### src/rtl/npc_lsu_pkg.sv
// Package: npc_lsu_pkg
// Shared definitions for the load/store memory controller:
//   - RISC-V funct3 encodings for access size and signedness
//   - controller FSM state encoding
//   - size_mask(): byte-lane mask for an access of a given funct3, before
//     it is shifted to the byte offset inside the data word
package npc_lsu_pkg;

    localparam logic [2:0] F3_LB  = 3'b000;
    localparam logic [2:0] F3_LH  = 3'b001;
    localparam logic [2:0] F3_LW  = 3'b010;
    localparam logic [2:0] F3_LD  = 3'b011;
    localparam logic [2:0] F3_LBU = 3'b100;
    localparam logic [2:0] F3_LHU = 3'b101;
    localparam logic [2:0] F3_LWU = 3'b110;

    typedef enum logic [1:0] {
        S_IDLE,
        S_WAIT,
        S_RESP
    } state_t;

    // Byte mask of an access, right-justified. Signed and unsigned variants
    // share a size, so funct3[2] does not change the mask.
    function automatic logic [7:0] size_mask(input logic [2:0] funct3);
        case (funct3)
            3'b000, 3'b100: return 8'h01;
            3'b001, 3'b101: return 8'h03;
            3'b010, 3'b110: return 8'h0F;
            default:        return 8'hFF;
        endcase
    endfunction

endpackage

### src/rtl/lsu_load_align.sv
// Module: lsu_load_align
// Combinational load data alignment and extension. The raw memory word is
// shifted right so the addressed byte sits at bit 0, then sign- or
// zero-extended according to funct3.
// Ports:
//   raw     in   DATA_W  aligned memory word as read from memory
//   off     in   OFF_W   byte offset of the access inside the word
//   funct3  in   3       RISC-V load funct3 (size/sign)
//   data    out  DATA_W  extended load result (0 for unknown funct3)
module lsu_load_align
    import npc_lsu_pkg::*;
#(
    parameter int DATA_W = 32,
    parameter int OFF_W  = $clog2(DATA_W / 8)
) (
    input  logic [DATA_W-1:0] raw,
    input  logic [OFF_W-1:0]  off,
    input  logic [2:0]        funct3,
    output logic [DATA_W-1:0] data
);

    logic [DATA_W-1:0] shifted;

    // NOTE: every variable written here gets a value before the case, so no
    // path leaves it unassigned and no latch is inferred.
    always_comb begin
        shifted = raw >> {off, 3'b000};
        data    = '0;
        // A sized cast of a signed operand sign-extends; of an unsigned one,
        // zero-extends. This avoids zero-width replications when DATA_W=32.
        case (funct3)
            F3_LB:   data = DATA_W'($signed(shifted[7:0]));
            F3_LBU:  data = DATA_W'(shifted[7:0]);
            F3_LH:   data = DATA_W'($signed(shifted[15:0]));
            F3_LHU:  data = DATA_W'(shifted[15:0]);
            F3_LW:   data = DATA_W'($signed(shifted[31:0]));
            F3_LWU:  data = DATA_W'(shifted[31:0]);
            F3_LD:   data = shifted;
            default: data = '0;
        endcase
    end

endmodule

### src/rtl/lsu_mem_ctrl.sv
// Module: lsu_mem_ctrl
// Load/store memory controller between the EXU (request) and WBU (response).
// Accepts one access per handshake, waits LATENCY cycles, performs the
// memory access, and returns aligned/extended load data or an error flag
// for misaligned accesses and illegal funct3 values.
//
// The memory access is issued on the mem_* port group, which carries what
// the pmem_read / pmem_write calls carry: mem_valid is high for exactly the
// one WAIT cycle with cnt==0 of a legal access, and the memory must commit a
// write (mem_wen=1) on that clock edge and present mem_rdata for a read
// during that same cycle.
//
// Parameters: ADDR_W address width, DATA_W 32 or 64 (64 enables ld/lwu/sd),
//             LATENCY 1..15 cycles from acceptance to resp_valid.
// Ports:
//   clk, rst_n          clock, asynchronous active-low reset
//   req_valid/req_ready request handshake (ready only in IDLE)
//   req_wen             1 = store, 0 = load
//   req_funct3          RISC-V funct3 (size/sign)
//   req_addr            byte address
//   req_wdata           store data, right-justified
//   resp_valid/ready    response handshake
//   resp_rdata          extended load data; 0 for stores and errors
//   resp_err            misaligned or illegal funct3; no access was made
//   mem_valid           memory access strobe
//   mem_wen             1 = write, 0 = read
//   mem_addr            word-aligned address
//   mem_wdata           store data replicated across byte lanes
//   mem_wmask           byte-lane write enables
//   mem_rdata           read data for mem_addr, valid while mem_valid=1
module lsu_mem_ctrl
    import npc_lsu_pkg::*;
#(
    parameter int ADDR_W  = 32,
    parameter int DATA_W  = 32,
    parameter int LATENCY = 1
) (
    input  logic                clk,
    input  logic                rst_n,
    input  logic                req_valid,
    output logic                req_ready,
    input  logic                req_wen,
    input  logic [2:0]          req_funct3,
    input  logic [ADDR_W-1:0]   req_addr,
    input  logic [DATA_W-1:0]   req_wdata,
    output logic                resp_valid,
    input  logic                resp_ready,
    output logic [DATA_W-1:0]   resp_rdata,
    output logic                resp_err,
    output logic                mem_valid,
    output logic                mem_wen,
    output logic [ADDR_W-1:0]   mem_addr,
    output logic [DATA_W-1:0]   mem_wdata,
    output logic [DATA_W/8-1:0] mem_wmask,
    input  logic [DATA_W-1:0]   mem_rdata
);

    localparam int         NB       = DATA_W / 8;
    localparam int         OFF_W    = $clog2(NB);
    localparam logic [3:0] CNT_INIT = 4'(LATENCY - 1);

    state_t            state, state_next;
    logic [3:0]        cnt;
    logic              cap_wen;
    logic [2:0]        cap_funct3;
    logic [ADDR_W-1:0] cap_addr;
    logic [DATA_W-1:0] cap_wdata;

    logic [OFF_W-1:0]  off;
    logic              illegal;
    logic              misaligned;
    logic              acc_err;
    logic              fire;
    logic [DATA_W-1:0] load_data;

    assign off  = cap_addr[OFF_W-1:0];
    assign fire = (state == S_WAIT) && (cnt == 4'd0);

    // Access legality of the captured request.
    always_comb begin
        if (cap_wen) begin
            illegal = cap_funct3[2] || ((cap_funct3[1:0] == 2'b11) && (DATA_W != 64));
        end else begin
            illegal = (cap_funct3 == 3'b111) ||
                      ((DATA_W != 64) && ((cap_funct3 == F3_LWU) || (cap_funct3 == F3_LD)));
        end
        case (cap_funct3[1:0])
            2'b00:   misaligned = 1'b0;
            2'b01:   misaligned = off[0];
            2'b10:   misaligned = (off[1:0] != 2'b00);
            default: misaligned = (off != '0);
        endcase
        acc_err = illegal || misaligned;
    end

    // FSM state register.
    // NOTE: clocked state uses non-blocking assignments so every flop samples
    // values from before the edge, independent of block ordering.
    always_ff @(posedge clk or negedge rst_n) begin
        if (!rst_n) state <= S_IDLE;
        else        state <= state_next;
    end

    // FSM next state and handshake outputs.
    always_comb begin
        state_next = state;
        req_ready  = 1'b0;
        resp_valid = 1'b0;
        case (state)
            S_IDLE: begin
                req_ready = 1'b1;
                if (req_valid) state_next = S_WAIT;
            end
            S_WAIT: begin
                if (cnt == 4'd0) state_next = S_RESP;
            end
            S_RESP: begin
                resp_valid = 1'b1;
                // Returning to IDLE; the next request is taken a cycle later.
                if (resp_ready) state_next = S_IDLE;
            end
            default: state_next = S_IDLE;
        endcase
    end

    // Request capture, latency counter and response registers.
    // NOTE: the captured request is reset too, so a reset mid-transaction
    // leaves nothing behind that a later cycle could act on.
    always_ff @(posedge clk or negedge rst_n) begin
        if (!rst_n) begin
            cnt        <= 4'd0;
            cap_wen    <= 1'b0;
            cap_funct3 <= 3'b000;
            cap_addr   <= '0;
            cap_wdata  <= '0;
            resp_rdata <= '0;
            resp_err   <= 1'b0;
        end else begin
            case (state)
                S_IDLE: begin
                    if (req_valid) begin
                        cap_wen    <= req_wen;
                        cap_funct3 <= req_funct3;
                        cap_addr   <= req_addr;
                        cap_wdata  <= req_wdata;
                        cnt        <= CNT_INIT;
                    end
                end
                S_WAIT: begin
                    if (cnt != 4'd0) begin
                        cnt <= cnt - 4'd1;
                    end else begin
                        resp_err   <= acc_err;
                        resp_rdata <= (acc_err || cap_wen) ? '0 : load_data;
                    end
                end
                default: ;
            endcase
        end
    end

    lsu_load_align #(
        .DATA_W (DATA_W),
        .OFF_W  (OFF_W)
    ) u_load_align (
        .raw    (mem_rdata),
        .off    (off),
        .funct3 (cap_funct3),
        .data   (load_data)
    );

    // Memory side: one strobe per legal access, never in IDLE/RESP.
    assign mem_valid = fire && !acc_err;
    assign mem_wen   = cap_wen;
    assign mem_addr  = cap_addr & ~ADDR_W'(NB - 1);
    assign mem_wmask = NB'(size_mask(cap_funct3)) << off;

    // Store data replicated across lanes so the mask alone selects bytes.
    always_comb begin
        case (cap_funct3[1:0])
            2'b00:   mem_wdata = {NB{cap_wdata[7:0]}};
            2'b01:   mem_wdata = {(NB / 2){cap_wdata[15:0]}};
            2'b10:   mem_wdata = {(NB / 4){cap_wdata[31:0]}};
            default: mem_wdata = cap_wdata;
        endcase
    end

endmodule

### config.mk
export PLATFORM = sky130hd
export DESIGN_NAME = lsu_mem_ctrl
export DESIGN_NICKNAME = d
export VERILOG_FILES = /design/src/rtl/npc_lsu_pkg.sv /design/src/rtl/lsu_load_align.sv /design/src/rtl/lsu_mem_ctrl.sv
export SDC_FILE = /design/constraint.sdc
export NUM_CORES = 1
export LEC_CHECK = 0
export CAP_MARGIN = 5
export CORE_MARGIN = 4
export CORE_UTILIZATION = 41
export DETAILED_ROUTE_END_ITERATION = 7
export GPL_ROUTABILITY_DRIVEN = 0
export MAX_ROUTING_LAYER = met4
export PLACE_DENSITY = 0.77
export SYNTH_ARGS = -nofsm -noshare
export SYNTH_HDL_FRONTEND = slang
export SYNTH_HIERARCHICAL = 1
export SYNTH_SLANG_ARGS = --single-unit
### constraint.sdc
create_clock -name clk -period 1.6 [get_ports clk]
set_input_delay 0.16 -clock clk [delete_from_list [all_inputs] [get_ports clk]]
set_output_delay 0.16 -clock clk [all_outputs]
set_load 0.005 [all_outputs]
==> results of run 1 <==
-- worst paths after layout --
check	from	to	slack (ps)	depth (start not counted)
max reg2reg	cap_addr[1]	resp_rdata[23]	-180	7
max in group asynchronous	rst_n	cnt[1]	770	3
min in group clk	resp_ready	state[1]	380	3
min	rst_n	cap_addr[28]	260	2
min reg2reg	cap_wdata[22]	cap_wdata[22]	510	1
max	cap_funct3[1]	mem_valid	-280	7
-- power breakdown --
group	total, mW	switching (mW)	internal [mW]
logic	11.9	5.02	6.88
clock network	2.48	1.05	1.43
registers	4.81	0.868	3.95
-- repair_timing --
item	in CTS	in global routing
hold buffers	1	0
gates cloned	3	0
resized for setup	217	36
pin swaps	15	11
setup buffers	33	7
hold endpoints to repair	24	0
endpoints found under the setup margin	68	84
-- through the flow --
stage,power (mW),cell area [sq um],worst slack (ps),setup TNS [ps]
2_1_floorplan,10.2,5820,-82.0,-1470
3_3_place_gp,14.3,8050,-269,-9700
3_5_place_dp,14.6,8050,-306,-13060
4_1_cts,18.7,8930,-270,-7330
5_1_grt,20.3,9080,-350,-13040
6_report,19.2,9080,-276,-8900
-- area by class of cell --
type / count / area, sq um
fill: 1031 / 4800
multi-input combinational: 317 / 2950
timing repair buffer: 290 / 2900
sequential: 107 / 2680
clock buffer: 11 / 243
tap: 180 / 225
clock inverter: 5 / 85.1
inverter: 3 / 11.3
-- layer usage --
layer	track usage [%]	vias up	wire length, um
li1	-	2234	-
met1	28.9	2456	7360
met2	38.1	209	9410
met4	8.14	0	342
met3	5.85	23	1370
met5	-	-	0
-- state kept, by name, indices dropped and copies added (netlist names) --
register and count:
cap_addr 32, cap_wdata 32, resp_rdata 32, cnt 4
cap_funct3 3, state 2, mem_wen 1, resp_err 1
-- cell usage in the layout (no fill, tap or decap), types with 3 or more instances in the layout --
master	count
inv_1	3
buf_4	50
a21boi_0	32
a31o_1	30
o21ai_2	16
dfrtp_1	106
mux2_4	9
a211oi_2	6
clkdlybuf4s50_1	173
nor2b_1	10
buf_6	27
nand3_1	4
mux2i_2	5
a211oi_1	9
buf_12	12
and2_4	3
clkbuf_16	9
o2bb2ai_1	7
a21o_1	10
nand2_1	21
buf_16	3
nor2_1	4
mux2_2	76
nand2_2	5
buf_2	16
mux2i_1	16
clkbuf_2	4
o21ai_0	8
mux2i_4	4
-- cell families (layout without fill, tap and decap cells) --
kind of cell,Yosys count,in the layout
other,1,2
muxes,110,110
and+or+nand+nor,69,69
buffers and inverters,82,309
xor gates and xnor gates,2,2
adders and majority gates,2,2
AOI/OAI and AO/OA,132,132
DFF,107,107
-- critical path, delay by kind of cell, from the launching register on --
| family | cells | cell delay, ps |
|---|---|---|
| DFF | 1 | 450 |
| AOI/OAI and AO/OA | 1 | 190 |
| buffers and inverters | 4 | 520 |
| and+or+nand+nor | 2 | 210 |
==> flow_metrics.env, run 1 <==
export IMPL_status="complete, but fails checks"
export IMPL_violations="negative setup slack"
export IMPL_synth_edf_count=0
export IMPL_worstSetupPathType="reg -> out"
export IMPL_synth_area_leaders="dfrtp_1 46%, mux2_2 16%, buf_4 5.6%"
export IMPL_dieArea_sq_mm=0.0161
export IMPL_avgSynthCellArea_sq_um=11.5
export IMPL_die_h_um=127
export IMPL_grtUsageTotal_pct=23.5
export IMPL_drv_cap=0
export IMPL_yosysTopAreaCell="dfrtp_1"
export IMPL_grt_max_degree=38
export IMPL_synth_top_cell_area_share_pct=46.1
export IMPL_grt_pass1_wl_mm=29.0
export IMPL_port_buffers=206
export IMPL_synth_flop_cell="dfrtp_1"
export IMPL_synthSimpleGateAreaFrac_pct=6.36
export IMPL_synth_compound_area_share_pct=16.9
export IMPL_worst_slack_ps=-276
export IMPL_fin_skew_ps=5.68
export IMPL_hp_class="in -> async"
export IMPL_cp_slowest_cell="dfrtp_2"
export IMPL_synthTopCellsByCount="107 x dfrtp_1, 85 x mux2_2, 43 x buf_4"
export IMPL_numCtsBuffers=9
export IMPL_fin_crit_sh_pct=117
export IMPL_vdd_drop_max_uv=1490
export IMPL_instances_no_fill=913
export IMPL_insertion_delay_ps=360
export IMPL_whs_ps=264
export IMPL_cts_sinks=107
export IMPL_slowest_delay_ps=450
export IMPL_area_delta_synth_final_pct=56.6
export IMPL_diodes=0
export IMPL_cts_buffer_depth=2
export IMPL_async_flop_share_pct=100
export IMPL_drc=0
export IMPL_path_cells="buf_4, buf_4, a21o_1, buf_6, nand2_2, and4_1, buf_2"
export IMPL_start_util_pct=41.8
export IMPL_ys_warn_count=6
export IMPL_io_pin_count=209
export IMPL_final_hold_violation_count=0
export IMPL_leakagePower_nw=3.91
export IMPL_drt_iter0_markers=314
export IMPL_end_kind="output port"
export IMPL_start_kind="flop"
export IMPL_p_per_area_mw_per_mm2=2110
export IMPL_netlist_area_sq_mm=0.00580
export IMPL_drt_wl_total_mm=18.5
export IMPL_maxSlewViolCount=0
export IMPL_dp_hpwl_mm=12.7
export IMPL_antenna_found_initial=0
export IMPL_layout_min_cycle_time_ps=1880
export IMPL_cts_tree="yes"
export IMPL_via_count=4922
export IMPL_wire_per_inst_um=20.2
export IMPL_synth_fa_ha_area_share_pct=0.431
export IMPL_postSynthCellCount=505
export IMPL_final_nets=834
export IMPL_worstPathArrival_ps=1720
export IMPL_num_rows=43
export IMPL_synth_top_family_by_area="multiplexers"
export IMPL_cts_reportedPaths_clkPinSlew_ps=70
export IMPL_core_sq_mm=0.0139
export IMPL_setup_viol=61
export IMPL_drt_pass1_iterations=5
export IMPL_grt_ovfl_total=0
export IMPL_fmax_mhz=533
export IMPL_yosysMostFrequentCell="dfrtp_1"
export IMPL_via_per_inst=5.39
export IMPL_critical_path_max_fanout=5
export IMPL_synth_distinct_cells=44
export IMPL_muxShareOfSynthArea_pct=20.8
export IMPL_placed_cells=859
export IMPL_worst_ep_required_time_ps=1440
export IMPL_drive_above_1_share_pct=38.1
export IMPL_synth_xor_area_share_pct=0.302
export IMPL_die_w_um=127
export IMPL_clockRootBuffer="clkbuf_16"
export IMPL_postRouteAntennaNets=0
export IMPL_ys_ff_latch=107
export IMPL_crit_top_cell="buf_4"
export IMPL_cts_htree_levels=3
export IMPL_final_core_util_pct=65.4
export IMPL_rsz0062_at_grt="yes"
export IMPL_grt_pass1_vias=5332
export IMPL_yosysSeqAreaShare_pct=46.1
Power figures use the tool's default switching activity.
==> run 2: changes to the inputs <==
Settings changed: CORE_UTILIZATION 41 to 42, CTS_BUF_LIST from default to sky130_fd_sc_hd__clkbuf_8, GPL_TIMING_DRIVEN from default to 0, PLACE_DENSITY 0.77 to 0.79.
==> run 2 against run 1 <==
Compared with the run above:
- the flow still finishes with violations (negative setup slack)
- final area increased by 4.0%
- combinational power increased by 11%
- register-to-register slack got worse by 60 ps
- clock power decreased by 30%
- fmax decreased by 2.6%
- first-iteration DRC count increased by 46%
- non-clock buffer count increased by 53
- largest power group unchanged
==> flow_metrics.env, run 2 (synthesis results as in run 1) <==
export IMPL_status="complete, but fails checks"
export IMPL_violations="negative setup slack"
export IMPL_worstSetupPathType="reg -> out"
export IMPL_crit_top_cell="buf_6"
export IMPL_end_kind="output port"
export IMPL_postRouteAntennaNets=0
export IMPL_busiest_layer="met2"
export IMPL_drt_iter0_markers=459
export IMPL_insertion_delay_ps=380
export IMPL_rsz0062_at_grt="yes"
export IMPL_cp_top_family="buffers and inverters"
export IMPL_vdd_drop_max_uv=1080
export IMPL_via_per_inst=5.44
export IMPL_fin_skew_ps=16.3
export IMPL_final_common_cell="clkdlybuf4s50_1"
export IMPL_slew_headroom_pct=58.5
export IMPL_cp_slowest_cell="dfrtp_1"
export IMPL_drc=0
export IMPL_p_per_area_mw_per_mm2=2090
export IMPL_power_frac_clock_pct=8.8
export IMPL_drt_pass1_iterations=6
export IMPL_top_regs="cap_addr (32), cap_wdata (32), resp_rdata (32)"
export IMPL_path_buf_inv=4
export IMPL_die_h_um=126
export IMPL_die_w_um=126
export IMPL_final_hold_violation_count=0
export IMPL_diodes=0
export IMPL_gr_usage_met3_pct=6.82
export IMPL_p_switching_mw=7.18
export IMPL_fmax_mhz=519
export IMPL_grt_pass1_wl_mm=28.9
export IMPL_dieArea_sq_mm=0.0158
export IMPL_sw_frac_of_total_pct=36.4
export IMPL_dp_hpwl_mm=13.2
export IMPL_hp_class="in -> async"
export IMPL_grtUsageMet2_pct=39.9
export IMPL_via_count=5229
export IMPL_p_comb_share_pct=66.8
export IMPL_tns_ps=-10040
export IMPL_drv_cap=0
export IMPL_wire_per_inst_um=20.3
export IMPL_clockRootBuffer="clkbuf_8"
export IMPL_maxSlewViolCount=0
export IMPL_grt_pass1_vias=5462
export IMPL_port_buffers=206
export IMPL_antenna_found_initial=0
export IMPL_grt_max_degree=65
export IMPL_leakagePower_nw=4.22
export IMPL_most_common_layout_cells="172 x clkdlybuf4s50_1, 99 x dfrtp_1, 81 x buf_4"
export IMPL_setup_viol=64
export IMPL_fin_crit_sh_pct=120
export IMPL_finalPower_mw=19.7
export IMPL_tightest_slew_ps=623
export IMPL_io_pin_count=209
export IMPL_cts_sinks=107
export IMPL_p_seq_share_pct=24.5
export IMPL_cts_reportedPaths_clkPinSlew_ps=110
export IMPL_cts_htree_levels=3
export IMPL_reg2reg_from="cap_funct3[0]"
export IMPL_path_cells="inv_2, ha_4, nor3b_4, buf_6, buf_6, and4_1, buf_2"
export IMPL_cts_buffer_depth=2
export IMPL_start_util_pct=43.3
export IMPL_slowest_delay_ps=410
export IMPL_core_sq_mm=0.0134
export IMPL_area_delta_synth_final_pct=62.8
export IMPL_numCtsBuffers=9
export IMPL_grt_ovfl_total=0
export IMPL_instances_no_fill=962
export IMPL_drt_wl_total_mm=19.5
export IMPL_met1_usage_pct=27.6
export IMPL_placed_cells=889
export IMPL_final_nets=887
export IMPL_crit_path_start="cnt[0]"
export IMPL_start_kind="flop"
export IMPL_worst_ep_required_time_ps=1440
export IMPL_cts_tree="yes"
export IMPL_worstPathArrival_ps=1770
export IMPL_worst_slack_ps=-326
export IMPL_critical_path_max_fanout=2
export IMPL_drive_above_1_share_pct=40.6
export IMPL_layout_min_cycle_time_ps=1930
export IMPL_internal_power_mw=12.6
export IMPL_grtUsageTotal_pct=23.8
export IMPL_num_rows=42
-- run 2: cell count changes in the layout (fill, tap and decap cells not counted), moves of 7 or more --
cell | previous run | this run
buf_6 | 27 | 37
buf_4 | 50 | 81
dfrtp_2 | 1 | 8
mux2_2 | 76 | 65
clkbuf_8 | 1 | 10
dfrtp_1 | 106 | 99
buf_12 | 12 | 3
mux2_4 | 9 | 20
buf_8 | 2 | 9
-- run 2: what timing repair did --
action / 4_1_cts / 5_1_grt
hold buffers: 1 / 0
pin swaps: 20 / 33
gates cloned: 5 / 5
endpoints found under the setup margin: 141 / 107
endpoints found under the hold margin: 43 / 0
setup buffers: 37 / 21
resized for setup: 249 / 79
-- run 2: layout make-up --
class                      instances  area, sq um
clock inverter                     6         63.8
multi-input combinational        317         2930
buffer                            73          653
tap                              176          220
clock buffer                      10          138
sequential                       107         2690
inverter                           3         11.3
fill                             954         3950
timing repair buffer             270         2740
-- run 2: power groups by stage --
| stage | Combinational [mW] | Sequential, mW | Clock [mW] |
|---|---|---|---|
| floorplan | 5.53 | 4.65 | 0 |
| global placement | 9.71 | 4.84 | 0 |
| detailed placement | 9.91 | 4.94 | 0 |
| CTS | 12.0 | 4.79 | 1.77 |
| global route | 14.0 | 4.99 | 1.88 |
| finish | 13.2 | 4.83 | 1.73 |
-- run 2: metrics by stage --
| step | setup slack [ps] | utilization (%) | instance area [sq um] | hold WS [ps] |
|---|---|---|---|---|
| 5_1_grt | -415 | 70.5 | 9450 | 355 |
| 4_1_cts | -338 | 67.3 | 9020 | 331 |
| 3_5_place_dp | -1000 | 60.6 | 8120 | 206 |
| 2_1_floorplan | -82.0 | - | 5820 | -136 |
| 6_report | -326 | 70.5 | 9450 | 321 |
| 3_3_place_gp | -3750 | 60.4 | 8100 | 483 |
-- run 2: final timing paths --
| path | to | slack (ps) | cells past startpoint |
|---|---|---|---|
| max in group asynchronous | cap_wdata[4] | 520 | 3 |
| setup / recovery | mem_valid | -330 | 7 |
| hold / removal | state[1] | 320 | 2 |
| setup reg to reg | resp_rdata[16] | -240 | 6 |
| min in group clk | mem_wen | 380 | 2 |
| hold reg to reg | cap_addr[2] | 520 | 1 |
-- run 2: metal layers --
metal / vias up / part of all wire, %
met5: - / 0
met1: 2552 / 38
met3: 46 / 8.7
li1: 2341 / -
met4: 0 / 2.7
met2: 290 / 50
==> run 3: changes to the inputs <==
Settings changed: MAX_ROUTING_LAYER met4 to default, PLACE_DENSITY 0.79 to default, PLACE_DENSITY_LB_ADDON from default to 0.08.
==> run 3 against run 2 <==
Compared with the run above:
- final area fell by 0.75%
- non-clock buffer count rose by 4
- largest power group unchanged
- register-to-register slack got worse by 60 ps
- clock skew fell by 2.9 ps
- the run still ends with negative setup slack left
- die area did not move
- sequential share of layout area rose by 0.16 points
- global-route usage fell by 0.80 points
- fmax rose by 0.91%
- critical path depth fell by 3
- clock power fell by 9%
- core utilization fell by 0.53 points
==> flow_metrics.env, run 3 (synthesis results as in run 1) <==
export IMPL_rsz0062_at_grt="yes"
export IMPL_fmax_mhz=524
export IMPL_num_rows=42
export IMPL_end_kind="output port"
export IMPL_die_h_um=126
export IMPL_layout_min_cycle_time_ps=1910
export IMPL_path_buf_inv=1
export IMPL_drc=0
export IMPL_path_cells="or4_4, nand2_2, and4_1, buf_2"
export IMPL_final_hold_violation_count=0
export IMPL_slew_headroom_pct=53.7
export IMPL_fin_crit_sh_pct=119
export IMPL_die_w_um=126
export IMPL_grtUsageTotal_pct=23.0
export IMPL_slowest_delay_ps=540
export IMPL_cp_top_family="simple AND/OR/NAND/NOR gates"
export IMPL_core_sq_mm=0.0134
export IMPL_dpl_cell_area_sq_mm=0.00812
export IMPL_worstSetupPathType="reg -> out"
export IMPL_multiInputGateArea_sq_mm=0.00294
export IMPL_cp_slowest_cell="or4_4"
export IMPL_p_per_area_mw_per_mm2=2060
export IMPL_finalPower_mw=19.3
export IMPL_start_kind="flop"
export IMPL_worst_slack_ps=-308
export IMPL_p_switching_mw=7.06
export IMPL_whs_ps=350
export IMPL_port_buffers=206
export IMPL_cts_htree_levels=3
export IMPL_final_nets=891
export IMPL_maxSlewViolCount=0
export IMPL_diodes=0
export IMPL_leakagePower_nw=4.19
export IMPL_antenna_found_initial=0
export IMPL_start_util_pct=43.3
export IMPL_final_cell_area_sq_mm=0.00938
export IMPL_internal_power_mw=12.3
export IMPL_clockRootBuffer="clkbuf_8"
export IMPL_cts_buffer_depth=2
export IMPL_grt_pass1_wl_mm=28.8
export IMPL_p_comb_share_pct=67.0
export IMPL_cts_sinks=107
export IMPL_area_delta_synth_final_pct=61.6
export IMPL_status="complete, but fails checks"
export IMPL_fin_skew_ps=13.3
export IMPL_power_frac_clock_pct=8.2
export IMPL_worstPathArrival_ps=1750
export IMPL_critical_path_max_fanout=4
export IMPL_cts_reportedPaths_clkPinSlew_ps=110
export IMPL_most_common_layout_cells="171 x clkdlybuf4s50_1, 103 x dfrtp_1, 86 x buf_4"
export IMPL_seqCellArea_sq_mm=0.00268
export IMPL_via_per_inst=5.20
export IMPL_drt_wl_total_mm=18.5
export IMPL_top_regs="cap_addr (32), cap_wdata (32), resp_rdata (32)"
export IMPL_dp_hpwl_mm=12.9
export IMPL_postRouteAntennaNets=0
export IMPL_grt_max_degree=60
export IMPL_tightest_slew_ps=695
export IMPL_setup_viol=63
export IMPL_pre_cts_ws_ps=-954
export IMPL_drt_pass1_iterations=4
export IMPL_cts_tree="yes"
export IMPL_insertion_delay_ps=390
export IMPL_p_seq_share_pct=24.8
export IMPL_via_count=5021
export IMPL_final_common_cell="clkdlybuf4s50_1"
export IMPL_numCtsBuffers=9
export IMPL_n_fill_cell=1024
export IMPL_drive_above_1_share_pct=42.2
export IMPL_io_pin_count=209
export IMPL_hp_class="in -> async"
export IMPL_vdd_drop_max_uv=1170
export IMPL_drt_iter0_markers=231
export IMPL_violations="negative setup slack"
export IMPL_worst_ep_required_time_ps=1440
export IMPL_drv_cap=0
export IMPL_grt_ovfl_total=0
export IMPL_wire_per_inst_um=19.2
export IMPL_dieArea_sq_mm=0.0158
export IMPL_grt_pass1_vias=5394
export IMPL_sw_frac_of_total_pct=36.5
==> run 3: path summary, 6_finish.rpt <==
path,from,end,slack [ps],cells past startpoint
worst max-delay path,cap_funct3[0],mem_valid,-310,4
worst min-delay path,rst_n,resp_rdata[13],350,2
worst max register to register,cap_funct3[0],resp_rdata[7],-300,7
worst min register to register,cap_addr[28],cap_addr[28],510,1
max in group asynchronous,rst_n,cap_addr[1],520,3
min in group clk,resp_ready,state[1],360,3
==> run 3: final cells by class <==
cell class | instances | share of cell area (%)
tap | 176 | 2.35
inverter | 3 | 0.120
clock buffer | 10 | 1.47
buffer | 76 | 7.23
timing repair buffer | 271 | 28.4
clock inverter | 5 | 0.400
multi-input combinational | 317 | 31.4
sequential | 107 | 28.6
==> run 3: repair_timing <==
item                       CTS  global route
cloned                       4             2
hold buffers                 1             0
setup endpoints to repair  146           115
hold endpoints to repair    48             0
resized for setup          256            69
pin swaps                   12            12
buffers inserted            42            17
==> run 3: power by group through the flow <==
stage                     clock [mW]  combinational, mW  sequential, mW
after CTS                       1.64               12.0            4.76
after global placement             0               9.73            4.82
after floorplan                    0               5.53            4.65
final                           1.58               12.9            4.79
after detailed placement           0               9.88            4.90
after global routing            1.73               13.9            4.98
==> run 3: metrics by stage <==
step	std cells	TNS, ps	utilization, %
detailed placement	889	-48600	60.6
global placement	888	-447720	60.4
CTS	949	-11470	67.3
finish	965	-13190	70.0
floorplan	506	-1470	-
global route	965	-17530	70.0
==> run 3: metal layers <==
layer,global-route usage (%),wire length [um],vias to the layer above
li1,-,-,2340
met1,26.7,7200,2487
met2,40.1,9620,169
met3,8.27,1400,25
met4,6.31,312,0
met5,0,0,-
